## src/rtl/filter_drop_gate.sv

```systemverilog
// Drop gate behind a packet filter: forwards or discards whole AXI-Stream packets based on
// the tuser drop flag of the first beat. Define FILTER_DROP_GATE_STATS_EN to build pass/drop counters.
module filter_drop_gate #(
    parameter int C_M_AXIS_DATA_WIDTH  = 256,
    parameter int C_S_AXIS_DATA_WIDTH  = 256,
    parameter int C_M_AXIS_TUSER_WIDTH = 128,
    parameter int C_S_AXIS_TUSER_WIDTH = 128,
    parameter int DROP_BIT             = 32
) (
    input  logic                              axi_aclk,
    input  logic                              axi_reset,
    input  logic [C_S_AXIS_DATA_WIDTH-1:0]    s_axis_tdata,
    input  logic [C_S_AXIS_DATA_WIDTH/8-1:0]  s_axis_tstrb,
    input  logic [C_S_AXIS_TUSER_WIDTH-1:0]   s_axis_tuser,
    input  logic                              s_axis_tvalid,
    output logic                              s_axis_tready,
    input  logic                              s_axis_tlast,
    output logic [C_M_AXIS_DATA_WIDTH-1:0]    m_axis_tdata,
    output logic [C_M_AXIS_DATA_WIDTH/8-1:0]  m_axis_tstrb,
    output logic [C_M_AXIS_TUSER_WIDTH-1:0]   m_axis_tuser,
    output logic                              m_axis_tvalid,
    input  logic                              m_axis_tready,
    output logic                              m_axis_tlast,
    input  logic                              gate_en,
    output logic [31:0]                       pass_count,
    output logic [31:0]                       drop_count
);

    typedef enum logic [1:0] {
        ST_IDLE = 2'd0,
        ST_PASS = 2'd1,
        ST_DROP = 2'd2
    } state_t;

    state_t state_q, state_d;

    logic [C_M_AXIS_DATA_WIDTH-1:0]   tdata_q, tdata_d;
    logic [C_M_AXIS_DATA_WIDTH/8-1:0] tstrb_q, tstrb_d;
    logic [C_M_AXIS_TUSER_WIDTH-1:0]  tuser_q, tuser_d;
    logic                             tvalid_q, tvalid_d;
    logic                             tlast_q, tlast_d;

    logic accept;
    logic drop_first;
    logic load;

    // A dropping packet never needs the output register, so it drains even while egress stalls.
    assign s_axis_tready = !axi_reset &&
                           ((state_q == ST_DROP) || !tvalid_q || m_axis_tready);
    assign accept        = s_axis_tvalid && s_axis_tready;
    assign drop_first    = gate_en && s_axis_tuser[DROP_BIT];

    always_comb begin
        state_d  = state_q;
        tvalid_d = tvalid_q && !m_axis_tready;
        tdata_d  = tdata_q;
        tstrb_d  = tstrb_q;
        tuser_d  = tuser_q;
        tlast_d  = tlast_q;
        load     = 1'b0;

        case (state_q)
            ST_IDLE: begin
                if (accept) begin
                    if (drop_first) begin
                        state_d = s_axis_tlast ? ST_IDLE : ST_DROP;
                    end else begin
                        load    = 1'b1;
                        state_d = s_axis_tlast ? ST_IDLE : ST_PASS;
                    end
                end
            end
            ST_PASS: begin
                if (accept) begin
                    load = 1'b1;
                    if (s_axis_tlast) begin
                        state_d = ST_IDLE;
                    end
                end
            end
            ST_DROP: begin
                if (accept && s_axis_tlast) begin
                    state_d = ST_IDLE;
                end
            end
            default: begin
                state_d = ST_IDLE;
            end
        endcase

        if (load) begin
            tvalid_d = 1'b1;
            tdata_d  = s_axis_tdata;
            tstrb_d  = s_axis_tstrb;
            tuser_d  = s_axis_tuser;
            tlast_d  = s_axis_tlast;
        end
    end

    always_ff @(posedge axi_aclk) begin
        if (axi_reset) begin
            state_q  <= ST_IDLE;
            tvalid_q <= 1'b0;
            tdata_q  <= '0;
            tstrb_q  <= '0;
            tuser_q  <= '0;
            tlast_q  <= 1'b0;
        end else begin
            state_q  <= state_d;
            tvalid_q <= tvalid_d;
            tdata_q  <= tdata_d;
            tstrb_q  <= tstrb_d;
            tuser_q  <= tuser_d;
            tlast_q  <= tlast_d;
        end
    end

    assign m_axis_tdata  = tdata_q;
    assign m_axis_tstrb  = tstrb_q;
    assign m_axis_tuser  = tuser_q;
    assign m_axis_tvalid = tvalid_q;
    assign m_axis_tlast  = tlast_q;

`ifdef FILTER_DROP_GATE_STATS_EN
    logic [31:0] pass_cnt_q, pass_cnt_d;
    logic [31:0] drop_cnt_q, drop_cnt_d;
    logic        pkt_end;

    // A packet is counted once, on its accepted tlast beat; counters wrap freely.
    always_comb begin
        pkt_end    = accept && s_axis_tlast;
        pass_cnt_d = pass_cnt_q;
        drop_cnt_d = drop_cnt_q;
        if (pkt_end && ((state_q == ST_PASS) || ((state_q == ST_IDLE) && !drop_first))) begin
            pass_cnt_d = pass_cnt_q + 32'd1;
        end
        if (pkt_end && ((state_q == ST_DROP) || ((state_q == ST_IDLE) && drop_first))) begin
            drop_cnt_d = drop_cnt_q + 32'd1;
        end
    end

    always_ff @(posedge axi_aclk) begin
        if (axi_reset) begin
            pass_cnt_q <= '0;
            drop_cnt_q <= '0;
        end else begin
            pass_cnt_q <= pass_cnt_d;
            drop_cnt_q <= drop_cnt_d;
        end
    end

    assign pass_count = pass_cnt_q;
    assign drop_count = drop_cnt_q;
`else
    assign pass_count = 32'd0;
    assign drop_count = 32'd0;
`endif

endmodule

```

## config.mk

```make
export PLATFORM = sky130hd
export DESIGN_NAME = filter_drop_gate
export DESIGN_NICKNAME = d
export VERILOG_FILES = /design/src/rtl/filter_drop_gate.sv
export SDC_FILE = /design/constraint.sdc
export NUM_CORES = 1
export LEC_CHECK = 0
export CORE_AREA = 5 5 349 351
export DETAILED_ROUTE_END_ITERATION = 10
export DIE_AREA = 0 0 354 356
export GPL_ROUTABILITY_DRIVEN = 0
export GPL_TIMING_DRIVEN = 0
export SYNTH_ARGS = -nofsm -noshare
export SYNTH_HDL_FRONTEND = slang
export SYNTH_SLANG_ARGS = --single-unit
```

## constraint.sdc

```tcl
create_clock -name axi_aclk -period 5.1 [get_ports axi_aclk]
set_input_delay 1.02 -clock axi_aclk [delete_from_list [all_inputs] [get_ports axi_aclk]]
set_output_delay 1.02 -clock axi_aclk [all_outputs]
set_load 0.02 [all_outputs]
```

# After elaboration in Yosys (flattened, before gate mapping)
# Index checks and enable logic that the tools add are counted.
[op_classes]
eq_ne = 6
reduce_logical = 12
muxes = 13
[ops]
columns = ["operator", "count"]
rows = [
  ["$mux W2", 6],
  ["$ne A2 B2 Y1 const B", 3],
  ["$pmux W2 S3", 1],
  ["$logic_and A1 B1 Y1", 5],
  ["$mux W1", 5],
  ["$reduce_and A4 Y1", 1],
  ["$logic_not A1 Y1", 3],
  ["$eq A2 B1 Y1 const B", 1],
  ["$eq A2 B2 Y1 const B", 1],
  ["$logic_not A2 Y1", 1],
  ["$logic_or A1 B1 Y1", 2],
  ["$ne A2 B1 Y1 const B", 1],
  ["$pmux W1 S2", 1],
]
[word_totals]
regBits = 420
out_inout_bits = 483
elab_cells = 37

# Depth between registers and ports, before layout
# Gate-level depths: netlist (run 1).
[depth]
depth_word = 8
ltp_mapped = 7

# Worst setup path before layout (run 1)
# OpenSTA, ideal clock, no wires.
[synth_path]
path_kind = "input-to-output"
start = "in axi_reset"
end = "out s_axis_tready"
t_arrival_ns = 1.675
path_buffers = 2
slack_ns = 2.405
cell_stages = 3
path_cell_list = "buf_2 -> clkbuf_1 -> nor2_1"
[synth_between]
elab_chain_cells = 2
[synth_lines]
columns = ["element", "line", "source"]
rows = [
  ["from (decl)", "11", "input logic axi_reset,"],
  ["$logic_not A1 Y1", "48", "assign s_axis_tready = !axi_reset &&"],
  ["$logic_and A1 B1 Y1", "48", ""],
  ["to (decl)", "16", "output logic s_axis_tready,"],
]
# Every way passes these cells.

# Final worst setup path (run 1)
# Same ends and word-level chain as after synthesis.

==> run summary, run 1 <==
The flow ran to the end, and the final reports show no timing, DRC or antenna violations. The mean area per synthesized cell came out at roughly 12 µm². For the worst flop-to-flop path, the logic depth is 4. The proportion of power drawn by flip-flops and latches came out at 0.390.

The vertical die dimension came out at ~360 µm. The count of port buffers added during placement came out at ~840. The switching portion of total power came out at 0.273. The filler-free cell count of the finished design is between 3,000 and 4,000. The number of iterations in the first detailed-routing pass came out at 4. Traced cell by cell, the critical path runs through buf_2 -> clkbuf_1 -> nor2_1 -> clkdlybuf4s50_1.

The final hold violation count came to 0. Counting I/O delays and the setup requirement, the final critical path takes 4.10 ns. The via count of the first global-routing pass came to roughly 14,000. The reported net switching power is ~2.6 mW. The number of DRC violations after detailed routing is 0.

Counting flops and latches in the post-synthesis netlist gives between 400 and 500. By count the netlist is led by dfxtp_1, nor2b_1, mux2_2. The gate family responsible for the most delay along the worst path is buffers and inverters. The hold path depth is 1. The growth of design area from synthesis to finish is 71.7%.

The antenna violation net count after detailed routing came out at 0. The worst path required time came out at just over 4 ns. After clock tree synthesis, the clock-pin slew on the worst setup and hold paths is about 0.06 ns. The detail-routed net length per standard cell is between 20 and 25 µm. The total number of H-tree levels is 2. The type of the worst setup path is in2out. The min-delay analysis places its worst path in the category reg2reg. The boundary pin count came out at around 910.

The worst clock skew is 0.0123 ns. The full die area came out at about 130,000 µm². Counting every instance in the synthesized netlist gives 1,427. The number of CTS-inserted buffers came out at 52.

Setup repair after global routing left no endpoint under its margin. By area the synthesized netlist is led by dfxtp_1, mux2_2, nor2b_1. The unique cell type count in the Yosys netlist is 20.

The share of the synthesized area in the top cell type came out at 0.490. The combinational fraction of design power came out at 0.217. The worst setup path is launched from a primary input. Once routing completed, OpenROAD measured the worst setup slack at between 0.9 and 1 ns.

The number of setup buffers added after CTS came out at 0. The count of standard-cell rows came out at roughly 130. The total count of max-transition violations in the final report came out at 0.

The largest stage delay on the critical path is approximately 0.96 ns. The number of setup violations in the final report is 0. The number of enable flip-flop cells after synthesis is 0. The largest fanout on the critical path is 10. The most frequent cell after synthesis is dfxtp_1. The worst-case vdd ir drop is around 0.00022 V. The number of clock sinks is 420. The maximum clock path buffer count is 3. The library cell with the largest summed area after synthesis is dfxtp_1. The width of the chip is 354 µm. The worst path buffer plus inverter count came out at 3.

The share of total power dissipated in the clock network is 0.393. The routed via count is around 14,000. The post-cts sizing count is 0. The remaining global-route overflow came out at 0. At the worst endpoint, the arrival time is between 3 and 4 ns. The largest net degree at the start of global routing is 14.

TritonCTS built the clock tree. The number of fillers in the final layout came out at 12,520. The internal power came out at between 6 and 7 mW. The part of the cycle the worst path needs came out at 0.804. The standard cell with the maximum stage delay on the critical path is clkbuf_1.

Summing every instance area after synthesis gives around 17,000 µm². The latest clock arrival within the worst-skew pair is around 0.6 ns. The async set or reset register ratio after synthesis came out at 0. The highest clock frequency the design can meet came out at approximately 240 MHz. For this design the ratio of total power to cell area is 322 nW/µm². The proportion of layout cells with a drive suffix above 1 is 0.252. The global router's overall resource usage is 0.121. The post-detailed-routing wire length came out at 80.8 mm. In the synthesized netlist the dominant register cell turns out to be dfxtp_1. In this run the clock root is driven by a clkbuf_16.

The post-cts hold buffer count is 0. The global-route wire length before repair came out at approximately 110 mm. The worst slack at placement is between 0.8 and 0.9 ns. The core box area is roughly 120,000 µm². The part of the Yosys area used for sequential elements is 0.490. After the last flow step, the layout net total stands at approximately 2,800.

The total number of yosys warnings is 0. At the pin with the least slew margin, the transition time is roughly 1.3 ns. The depth of the critical timing path with buffers and inverters included came out at 4.

The number of antenna violations at the first check in global routing was 25. The number of cells after detailed placement came out at approximately 3,900. STA classifies the critical path endpoint as an output pin. Summed over all cells, the static leakage comes to about 12 nW.

The normalized max-slew margin is 0.165. The starting DRC count in detailed routing came out at between 400 and 500. The max-capacitance violation count is 0. After detailed routing, the number of vias per cell comes to around 3.4. Setup total negative slack on the finished layout was measured at 0 ns. The starting density of the core came out at 0.145.

Once detailed placement completed, the half-perimeter wirelength came to approximately 66 mm.
-- layout by cell type (no fill, tap or decap), drive strengths merged --
master and count:
o211a 1, o211ai 1, nor2 2, dfxtp 420
clkdlybuf4s50 839, clkinvlp 2, inv 4, o2111ai 2
a21oi 1, conb 64, bufinv 3, mux2 417
a2111oi 2, clkbuf 123, nand2 1, diode 15
nor2b 419, nand2b 1, clkinv 10, buf 109
-- final timing paths --
path | slack, ns | endpoint | from
max | 1.0 | s_axis_tready | axi_reset
min | 0.46 | state_q[0] | state_q[1]
max reg2reg | 2.50 | m_axis_tdata[38] | state_q[0]
min reg2reg | 0.46 | state_q[0] | state_q[1]
-- per-layer routing --
layer | track usage | up-vias | part of all wire
li1 | - | 6523 | -
met4 | 0.0341 | 10 | 0.020
met5 | 0 | - | 0.00073
met3 | 0.0575 | 97 | 0.11
met1 | 0.140 | 6354 | 0.40
met2 | 0.200 | 582 | 0.47
-- worst reg2reg max path: stages, from the launching register on --
cell       delay, ns
dfxtp_1         0.33
o2111ai_2       0.54
clkbuf_1        0.74
buf_2           0.48
mux2_2          0.38
-- power by group through the flow --
stage,clock network [mW],registers (mW),logic (mW)
5_1_grt,3.99,3.73,2.17
2_1_floorplan,0,4.06,0.642
4_1_cts,3.88,3.70,2.09
3_5_place_dp,0,3.77,2.08
3_3_place_gp,0,3.77,2.07
6_report,3.73,3.70,2.05
-- stage by stage --
step           hold WS [ns]  cell area, µm²  power (mW)   util
3_5_place_dp          0.453           27700        5.85  0.234
2_1_floorplan         0.414           17400        4.70      -
3_3_place_gp          0.428           27700        5.84  0.234
5_1_grt               0.477           29400        9.90  0.248
4_1_cts               0.461           29400        9.68  0.248
6_report              0.462           29500        9.49  0.248
-- registers in the layout, indices dropped and copies added, names as in the netlist --
register / cells
m_axis_tdata: 256
m_axis_tlast: 1
m_axis_tstrb: 32
m_axis_tuser: 128
m_axis_tvalid: 1
state_q: 2
-- area by class of cell --
| type | instances | area [µm²] | share of cell area |
|---|---|---|---|
| multi-input cells | 911 | 8020 | 0.272 |
| flip-flops and latches | 420 | 8410 | 0.285 |
| repair buffers | 839 | 8400 | 0.285 |
| clock inverters | 17 | 173 | 0.00586 |
| inverters | 2 | 7.51 | 0.000255 |
| clock buffers | 75 | 1520 | 0.0516 |
| well taps | 1548 | 1940 | 0.0658 |
| diodes | 15 | 37.5 | 0.00127 |
| plain buffers | 157 | 955 | 0.0324 |
-- cells by family (layout without fill, tap and decap cells) --
group | after synthesis | after routing | synth area share
and+or+nand+nor | 423 | 423 | 0.154
DFF | 420 | 420 | 0.490
muxes | 417 | 417 | 0.296
buffers and inverters | 159 | 1090 | 0.0561
AOI/OAI and AO/OA | 7 | 7 | 0.00372
other | 1 | 79 | 0.000219
Note: power is estimated with default switching activity, not from simulation.
==> run 2: changes to the inputs <==
==> constraint.sdc (replaced) <==
create_clock -name axi_aclk -period 3.8 [get_ports axi_aclk]
set_input_delay 0.76 -clock axi_aclk [delete_from_list [all_inputs] [get_ports axi_aclk]]
set_output_delay 0.76 -clock axi_aclk [all_outputs]
set_load 0.02 [all_outputs]
==> results of run 2 <==
The final DEF is identical to that of run 1. Status: finished, final reports clean.
Main changes from that run: setup slack after placement 0.819 ns -> -0.221 ns; setup slack after layout 0.998 ns -> 0.218 ns; register-to-register setup slack 2.50 ns -> 1.20 ns; total power 9.49 mW -> 12.7 mW; worst IR drop on VDD 0.000225 V -> 0.000301 V
